==> src/rtl/control_unit_if.sv <==
// Instruction-fetch bus between the sequencer (master) and instruction memory (slave).
// The request stays high while the sequencer waits; valid qualifies the returned word.
interface control_unit_if #(
  parameter int N = 32
);
  logic         imem_req;
  logic [N-1:0] imem_addr;
  logic [31:0]  imem_rdata;
  logic         imem_valid;

  modport master (
    output imem_req,
    output imem_addr,
    input  imem_rdata,
    input  imem_valid
  );

  modport slave (
    input  imem_req,
    input  imem_addr,
    output imem_rdata,
    output imem_valid
  );
endinterface

==> src/rtl/control_unit.sv <==
// Multi-cycle fetch/decode/execute/writeback sequencer for the ADD/SUB/ADDI/BEQ/BNE subset.
// The ALU and register file live outside; this block drives their operands and write strobe.
module control_unit #(
  parameter int           N        = 32,
  parameter logic [N-1:0] RESET_PC = '0
) (
  input  logic           clk,
  input  logic           rst_n,
  control_unit_if.master imem,
  output logic [4:0]     rs1_addr,
  output logic [4:0]     rs2_addr,
  input  logic [N-1:0]   rs1_data,
  input  logic [N-1:0]   rs2_data,
  output logic           rf_we,
  output logic [4:0]     rd_addr,
  output logic [N-1:0]   rd_wdata,
  output logic [N-1:0]   alu_a,
  output logic [N-1:0]   alu_b,
  output logic [3:0]     alucontrol,
  input  logic [N-1:0]   alu_result,
  input  logic           alu_zero,
  output logic [N-1:0]   pc,
  output logic           halted,
  output logic           illegal,
  output logic [31:0]    retired
);
  localparam logic [3:0] ALU_ADD = 4'b0000;
  localparam logic [3:0] ALU_SUB = 4'b0001;

  typedef enum logic [2:0] {
    S_BOOT, S_FETCH, S_DECODE, S_EXECUTE, S_WRITEBACK, S_HALT
  } state_t;

  state_t       state_q;
  logic [N-1:0] pc_q, a_q, b_q, result_q, target_q;
  logic [31:0]  ir_q, retired_q;
  logic [3:0]   alucontrol_q;
  logic         imem_req_q, rf_we_q, halted_q, illegal_q;

  logic [6:0]   opcode_d, funct7_d;
  logic [2:0]   funct3_d;
  logic         is_add_d, is_sub_d, is_addi_d, is_br_d, is_sys_d, br_taken_d;
  logic [N-1:0] imm_i_d, imm_b_d, pc_plus4_d, target_d;

  // IR is held from FETCH exit until the next fetch, so decode stays valid through EXECUTE.
  assign opcode_d   = ir_q[6:0];
  assign funct3_d   = ir_q[14:12];
  assign funct7_d   = ir_q[31:25];
  assign is_add_d   = (opcode_d == 7'b0110011) && (funct3_d == 3'b000) && (funct7_d == 7'b0000000);
  assign is_sub_d   = (opcode_d == 7'b0110011) && (funct3_d == 3'b000) && (funct7_d == 7'b0100000);
  assign is_addi_d  = (opcode_d == 7'b0010011) && (funct3_d == 3'b000);
  assign is_br_d    = (opcode_d == 7'b1100011) && ((funct3_d == 3'b000) || (funct3_d == 3'b001));
  assign is_sys_d   = (ir_q == 32'h0010_0073) || (ir_q == 32'h0000_0073);
  assign imm_i_d    = {{(N-12){ir_q[31]}}, ir_q[31:20]};
  assign imm_b_d    = {{(N-12){ir_q[31]}}, ir_q[7], ir_q[30:25], ir_q[11:8], 1'b0};
  assign pc_plus4_d = pc_q + N'(4);
  assign target_d   = pc_q + imm_b_d;
  // funct3[0] distinguishes BNE from BEQ.
  assign br_taken_d = ir_q[12] ? ~alu_zero : alu_zero;

  always_ff @(posedge clk or negedge rst_n) begin
    if (!rst_n) begin
      state_q      <= S_BOOT;
      pc_q         <= RESET_PC;
      ir_q         <= '0;
      a_q          <= '0;
      b_q          <= '0;
      result_q     <= '0;
      target_q     <= '0;
      retired_q    <= '0;
      alucontrol_q <= ALU_ADD;
      imem_req_q   <= 1'b0;
      rf_we_q      <= 1'b0;
      halted_q     <= 1'b0;
      illegal_q    <= 1'b0;
    end else begin
      imem_req_q <= 1'b0;
      rf_we_q    <= 1'b0;
      case (state_q)
        S_BOOT: begin
          state_q    <= S_FETCH;
          imem_req_q <= 1'b1;
        end
        S_FETCH: begin
          if (imem.imem_valid) begin
            ir_q    <= imem.imem_rdata;
            state_q <= S_DECODE;
          end else begin
            imem_req_q <= 1'b1;
          end
        end
        S_DECODE: begin
          a_q      <= rs1_data;
          b_q      <= is_addi_d ? imm_i_d : rs2_data;
          target_q <= target_d;
          if (is_sys_d) begin
            retired_q <= retired_q + 32'd1;
            halted_q  <= 1'b1;
            state_q   <= S_HALT;
          end else if (is_add_d || is_addi_d) begin
            alucontrol_q <= ALU_ADD;
            state_q      <= S_EXECUTE;
          end else if (is_sub_d || is_br_d) begin
            alucontrol_q <= ALU_SUB;
            state_q      <= S_EXECUTE;
          end else begin
            illegal_q <= 1'b1;
            halted_q  <= 1'b1;
            state_q   <= S_HALT;
          end
        end
        S_EXECUTE: begin
          result_q <= alu_result;
          if (is_br_d) begin
            if (br_taken_d && (target_q[1:0] != 2'b00)) begin
              illegal_q <= 1'b1;
              halted_q  <= 1'b1;
              state_q   <= S_HALT;
            end else begin
              pc_q       <= br_taken_d ? target_q : pc_plus4_d;
              retired_q  <= retired_q + 32'd1;
              state_q    <= S_FETCH;
              imem_req_q <= 1'b1;
            end
          end else begin
            rf_we_q <= (ir_q[11:7] != 5'd0);
            state_q <= S_WRITEBACK;
          end
        end
        S_WRITEBACK: begin
          pc_q       <= pc_plus4_d;
          retired_q  <= retired_q + 32'd1;
          state_q    <= S_FETCH;
          imem_req_q <= 1'b1;
        end
        S_HALT:  state_q <= S_HALT;
        default: state_q <= S_HALT;
      endcase
    end
  end

  assign imem.imem_req  = imem_req_q;
  assign imem.imem_addr = pc_q;
  assign rs1_addr       = ir_q[19:15];
  assign rs2_addr       = ir_q[24:20];
  assign rd_addr        = ir_q[11:7];
  assign rf_we          = rf_we_q;
  assign rd_wdata       = result_q;
  assign alu_a          = a_q;
  assign alu_b          = b_q;
  assign alucontrol     = alucontrol_q;
  assign pc             = pc_q;
  assign halted         = halted_q;
  assign illegal        = illegal_q;
  assign retired        = retired_q;
endmodule

==> src/flat_wrapper.sv <==
// flat-port wrapper written by rule: the top's interface ports become plain ports
module control_unit_flat 
#(
  parameter int           N        = 32,
  parameter logic [N-1:0] RESET_PC = '0
)
  (clk, rst_n, rs1_addr, rs2_addr, rs1_data, rs2_data, rf_we, rd_addr, rd_wdata, alu_a, alu_b, alucontrol, alu_result, alu_zero, pc, halted, illegal, retired, imem_imem_req, imem_imem_addr, imem_imem_rdata, imem_imem_valid);
  control_unit_if #(.N(N)) imem_i ();
  input  logic clk;
  input  logic rst_n;
  output logic [4:0] rs1_addr;
  output logic [4:0] rs2_addr;
  input  logic [N-1:0] rs1_data;
  input  logic [N-1:0] rs2_data;
  output logic rf_we;
  output logic [4:0] rd_addr;
  output logic [N-1:0] rd_wdata;
  output logic [N-1:0] alu_a;
  output logic [N-1:0] alu_b;
  output logic [3:0] alucontrol;
  input  logic [N-1:0] alu_result;
  input  logic alu_zero;
  output logic [N-1:0] pc;
  output logic halted;
  output logic illegal;
  output logic [31:0] retired;
  output wire logic [$bits(imem_i.imem_req)-1:0] imem_imem_req;
  output wire logic [$bits(imem_i.imem_addr)-1:0] imem_imem_addr;
  input wire logic [$bits(imem_i.imem_rdata)-1:0] imem_imem_rdata;
  input wire logic [$bits(imem_i.imem_valid)-1:0] imem_imem_valid;
  assign imem_imem_req = imem_i.imem_req;
  assign imem_imem_addr = imem_i.imem_addr;
  assign imem_i.imem_rdata = imem_imem_rdata;
  assign imem_i.imem_valid = imem_imem_valid;
  control_unit #(.N(N), .RESET_PC(RESET_PC)) u_core (.clk(clk), .rst_n(rst_n), .imem(imem_i), .rs1_addr(rs1_addr), .rs2_addr(rs2_addr), .rs1_data(rs1_data), .rs2_data(rs2_data), .rf_we(rf_we), .rd_addr(rd_addr), .rd_wdata(rd_wdata), .alu_a(alu_a), .alu_b(alu_b), .alucontrol(alucontrol), .alu_result(alu_result), .alu_zero(alu_zero), .pc(pc), .halted(halted), .illegal(illegal), .retired(retired));
endmodule
==> config.mk <==
export PLATFORM = sky130hd
export DESIGN_NAME = control_unit_flat
export DESIGN_NICKNAME = d
export VERILOG_FILES = /design/src/rtl/control_unit_if.sv /design/src/rtl/control_unit.sv /design/src/flat_wrapper.sv
export SDC_FILE = /design/constraint.sdc
export NUM_CORES = 1
export LEC_CHECK = 0
export BUFFER_PORTS_ARGS = -buffer_cell sky130_fd_sc_hd__buf_2
export CAP_MARGIN = 40
export CORE_MARGIN = 5
export CORE_UTILIZATION = 45
export CTS_CLUSTER_DIAMETER = 120
export DETAILED_ROUTE_END_ITERATION = 7
export GPL_ROUTABILITY_DRIVEN = 0
export PLACE_DENSITY = 0.71
export SLEW_MARGIN = 10
export SYNTH_ARGS = -nofsm -noshare
export SYNTH_HDL_FRONTEND = slang
export SYNTH_SLANG_ARGS = --single-unit
==> constraint.sdc <==
create_clock -name clk -period 7.7 [get_ports clk]
set_input_delay 0 -clock clk [delete_from_list [all_inputs] [get_ports clk]]
set_output_delay 0 -clock clk [all_outputs]
set_load 0.02 [all_outputs]
Word level (Yosys, flattened, before mapping)
Index checks and enable logic that the tools add are counted.
Widths: inputs -> output; s select.

cells by class
  bitwise gates (word level) = 2
  mux-type cells = 33
  $add $sub $neg = 3
  equal/unequal tests = 21
  reductions and logical operators = 26

operator list
  operator               number
  $mux 32                7
  $pmux 32 s3            1
  $pmux 32 s2            1
  $add 32x1->32 const B  1
  $add 32x3->32 const B  1
  $add 32x32->32         1
  $eq 32x21->1 const B   1
  $eq 32x7->1 const B    1
  $mux 3                 6
  $eq 7x6->1 const B     2
  $mux 1                 12
  $pmux 3 s4             1
  $ne 2x2->1 const B     5
  $mux 4                 2
  $reduce_bool 2->1      4
  $eq 7x5->1 const B     1
  $eq 7x7->1 const B     1
  $logic_not 7->1        1
  $eq 3x1->1 const B     2
  $eq 3x2->1 const B     2
  $logic_and 1x1->1      6
  $logic_not 3->1        2
  $ne 2x1->1 const B     3
  $ne 3x2->1 const B     2
  other kinds (13)       19

word-level totals
  flip-flop bits (word level) = 235
  logic and storage cells = 98

Logic depth before layout (Yosys ltp)
  word-level depth = 8
  gate-level depth with buffers = 10
  gate-level depth less buffers = 10

Worst setup path before layout
OpenSTA, ideal clock, no wires.

  kind = register -> register
  start = register u_core.pc_q[1], in the netlist u_core.imem.imem_addr[1]
  end = register u_core.target_q[27]
  required time = 7,575 ps
  arrival time = 2,963 ps
  cell stages (with the launch flop) = 11
  slack = 4,612 ps
  buffers on the path = 0
  path through = dfrtp_1 ha_1 fa_1 a211oi_1 o21ai_0 a2111oi_0 o311ai_0 a21o_1 a21oi_1 xnor2_1 mux2_2

between the ends
  word-level cells in the longest chain between the ends = 1

ends and longest elaborated chain
  element                 line                 RTL
  from (decl)             control_unit.sv:35   logic [N-1:0] pc_q, a_q, b_q, result_q, target_q;
  from (signal assigned)  control_unit.sv:120  pc_q <= br_taken_d ? target_q : pc_plus4_d;
  from (signal assigned)  control_unit.sv:131  pc_q <= pc_plus4_d;
  $add 32x32->32          control_unit.sv:57   assign target_d = pc_q + imm_b_d;
  to (signal assigned)    control_unit.sv:95   target_q <= target_d;
  to (decl)               control_unit.sv:35

No other way between the ends.
A chain may end at the register's enable or synchronous reset.

Worst setup path in the final report
  start = register u_core.ir_q[31]
  end = register u_core.retired_q[12], in the netlist u_core.retired[12]

between the ends
  word-level cells in the longest chain between the ends = 4
  elaborated cells on any way between the ends = 5

ends and longest elaborated chain
  element                                             line                 RTL
  from (decl)                                         control_unit.sv:36   logic [31:0] ir_q, retired_q;
  from (signal assigned)                              control_unit.sv:86   ir_q <= imem.imem_rdata;
  $eq 32x21->1 / $eq 32x7->1 (equally long branches)  control_unit.sv:53   assign is_sys_d = (ir_q == 32'h0010_0073) || (ir_q == 32'h0000_0073);
  $logic_or 1x1->1 *                                  control_unit.sv:53
  $ne 2x1->1 (no source line) *                       --
  $reduce_and 4->1 (no source line) *                 --
  to (signal assigned)                                control_unit.sv:97   retired_q <= retired_q + 32'd1;
  to (signal assigned)                                control_unit.sv:121  retired_q <= retired_q + 32'd1;
  to (signal assigned)                                control_unit.sv:132  retired_q <= retired_q + 32'd1;
  to (decl)                                           control_unit.sv:36

Every way passes the cells marked *; elsewhere a longest branch is shown, timed or not.

==> impl_metrics.yaml <==
detailed_routing:
  finalWirelength_um: 37200
  firstDrtPassIters: 5
  drc: 0
  wl_per_cell_um: 18.1
  via_per_inst: 5.42
  drt_iter0_drc: 801
  num_vias: 11113
  ant_nets: 0
layout:
  final_util_pct: 61.0
  area_delta_synth_final_pct: 34.0
  fin_nets: 1858
  fin_area_mm2: 0.0158
  fill_cells: 2092
  drive_gt1_share_pct: 26.5
logic_synthesis:
  synth_common_cells: "326 x nand2_1, 232 x dfrtp_1, 105 x o21ai_0"
  synth_edf_count: 0
  seq_area_frac_synth_pct: 49.2
  yosysTopAreaCellShare_pct: 49.2
  synth_area_leader_cell: "dfrtp_1"
  synth_ff_type: "dfrtp_1"
  ys_warn_count: 0
  synth_most_common_cell: "nand2_1"
  async_flop_share_pct: 100
  netlist_area_mm2: 0.0118
  synth.avg_cell_area_um2: 9.17
  synth_seq_cells: 232
  synthTopCellsByArea: "dfrtp_1 49%, nand2_1 10%, o21ai_0 4.5%"
  synth_cell_types: 68
  synthCells: 1287
critical_path:
  criticalPathCategory: "flop to flop"
  cp.arrival_ns: 3.97
  crit_path_end_kind: "flop"
  startpoint: "u_core.ir_q[31]$_DFFE_PN0P_"
  cp_max_fo: 22
  timing.rr.start: "u_core.ir_q[31]$_DFFE_PN0P_"
  r2r_slack_ns: 4.14
  required_ns: 8.11
  critPathLaunchType: "flop"
global_route:
  grt_pass1_wl_um: 58600
  grt.overflow.total: 0
  grt_pass1_vias: 10999
  track_usage_pct: 24.3
  grt_max_degree: 101
  antenna_found_initial: 1
die:
  rows: 59
  die_w_um: 172
  die_y_um: 172
  design.portCount: 347
  start_util_pct: 45.5
  dieArea_mm2: 0.0296
  core_area_mm2: 0.0259
status:
  status: "completed"
hold_path:
  hp-class: "input pin to asynchronous set/reset pin"
timing:
  period_needed_ns: 3.56
  tns_ns: 0
  fin_crit_sh_pct: 46.2
  drv_slew: 0
  fin_hold_ws_ns: 0.0845
  rsz0062_at_grt: "no"
  finalSetupViolCount: 0
  maxSlewHeadroom_pct: 39.3
  timing.final.ws_setup_ns: 4.14
  fmax_ghz: 0.281
  skew_ns: 0.0112
  worst_pin_slew_ns: 0.910
  hold_viol_final: 0
clocking:
  cts_sinks: 232
  clock_path_buffers: 3
  cts_buffers: 26
  path_clk_slew_ns: 0.06
  cts_tree: "yes"
  cts_hold_buf: 132
  cts_setup_buffers: 0
  ctsResizeCount: 0
  clk_latency_ns: 0.53
  h-tree-depth: 1
  cts-root-buf: "clkbuf_16"
placed_design:
  placed_area_mm2: 0.0135
  io_buffers: 343
  pre_cts_slack_ns: 4.15
  hpwlAfterDp_um: 24600
pwr:
  power.density_mw_per_mm2: 174
  leakage_nw: 7.72
  ir_drop_mv: 0.158
job:
  maxCapViolCount: 0
==> logic make-up after synthesis <==
kind of cell	after synthesis	share of synthesized area (%)
simple gates	510	19.1
compound gates	285	14.1
flops	232	49.2
buf+inv	125	5.61
xor+xnor	55	4.15
mux	46	4.25
fa+ha+maj	33	3.56
other cells	1	0.0318
==> power by group <==
group,internal (mW),switching (mW)
Clock,0.877,0.513
Combinational,0.0764,0.0609
Sequential,1.22,0
Total,2.17,0.574
==> worst paths after layout <==
path,to,cells after the start
setup / recovery,u_core.retired[12]$_DFFE_PN0P_,8
hold / removal,u_core.imem.imem_addr[16]$_DFFE_PN0P_,2
setup reg to reg,u_core.retired[12]$_DFFE_PN0P_,8
hold reg to reg,u_core.target_q[0]$_DFFE_PN0N_,2
max in group asynchronous,u_core.ir_q[8]$_DFFE_PN0P_,3
min in group clk,u_core.rd_wdata[15]$_DFFE_PN0N_,4
==> state kept, by name, summed over array words and instances (netlist names), 3 cells and up <==
register,flops
u_core.ir_q,32
u_core.alu_b,32
u_core.alu_a,32
u_core.imem.imem_addr,32
u_core.target_q,32
u_core.state_q,3
u_core.rd_wdata,32
u_core.retired,32
==> placed cells by master, fill, tap and decap left out, drive strengths merged, types with 7 or more instances in the layout <==
cell	n
nor2	61
clkbuf	35
ha	32
xnor2	39
and3	17
nand3	34
inv	12
dlygate4sd3	132
mux2i	13
nand4	15
xor2	16
and2	7
a21oi	96
o22ai	12
nand2	326
a31oi	8
a21o	12
dfrtp	232
nor3	12
buf	357
mux2	33
nor2b	8
o21ai	106
==> routing by layer <==
metal / vias up / routed length, um / track usage, %
met1: 5298 / 15000 / 32.2
met4: 0 / 1380 / 8.71
met2: 519 / 17700 / 39.7
met5: - / 0 / 0
li1: 5194 / - / -
met3: 102 / 3030 / 5.01
==> metrics by stage <==
| stage | power, mW | std cells |
|---|---|---|
| 5_1_grt | 2.83 | 2048 |
| 4_1_cts | 2.76 | 2047 |
| 3_3_place_gp | 1.32 | 1864 |
| 3_5_place_dp | 1.32 | 1868 |
| 2_1_floorplan | 1.26 | 1289 |
| 6_report | 2.75 | 2051 |
==> layout make-up <==
type	instances	area, um2	share of cell area [%]
repair buffers	489	3210	20.3
clock buffers	35	746	4.72
diodes	4	10.0	0.0633
flip-flops and latches	232	5810	36.7
inverters	12	45.0	0.285
clock inverters	12	213	1.35
multi-input cells	932	5360	33.9
well taps	335	419	2.65
==> critical path: stages, from the launching register on <==
cell and delay [ns]:
dfrtp_1 0.69, or4_1 0.72, or4_4 0.47, nor4b_4 0.37
a21oi_2 0.20, nor2b_1 0.43, and2_1 0.27, nand4_1 0.13
xnor2_1 0.15
No activity file was read; power rests on OpenSTA's default activity.
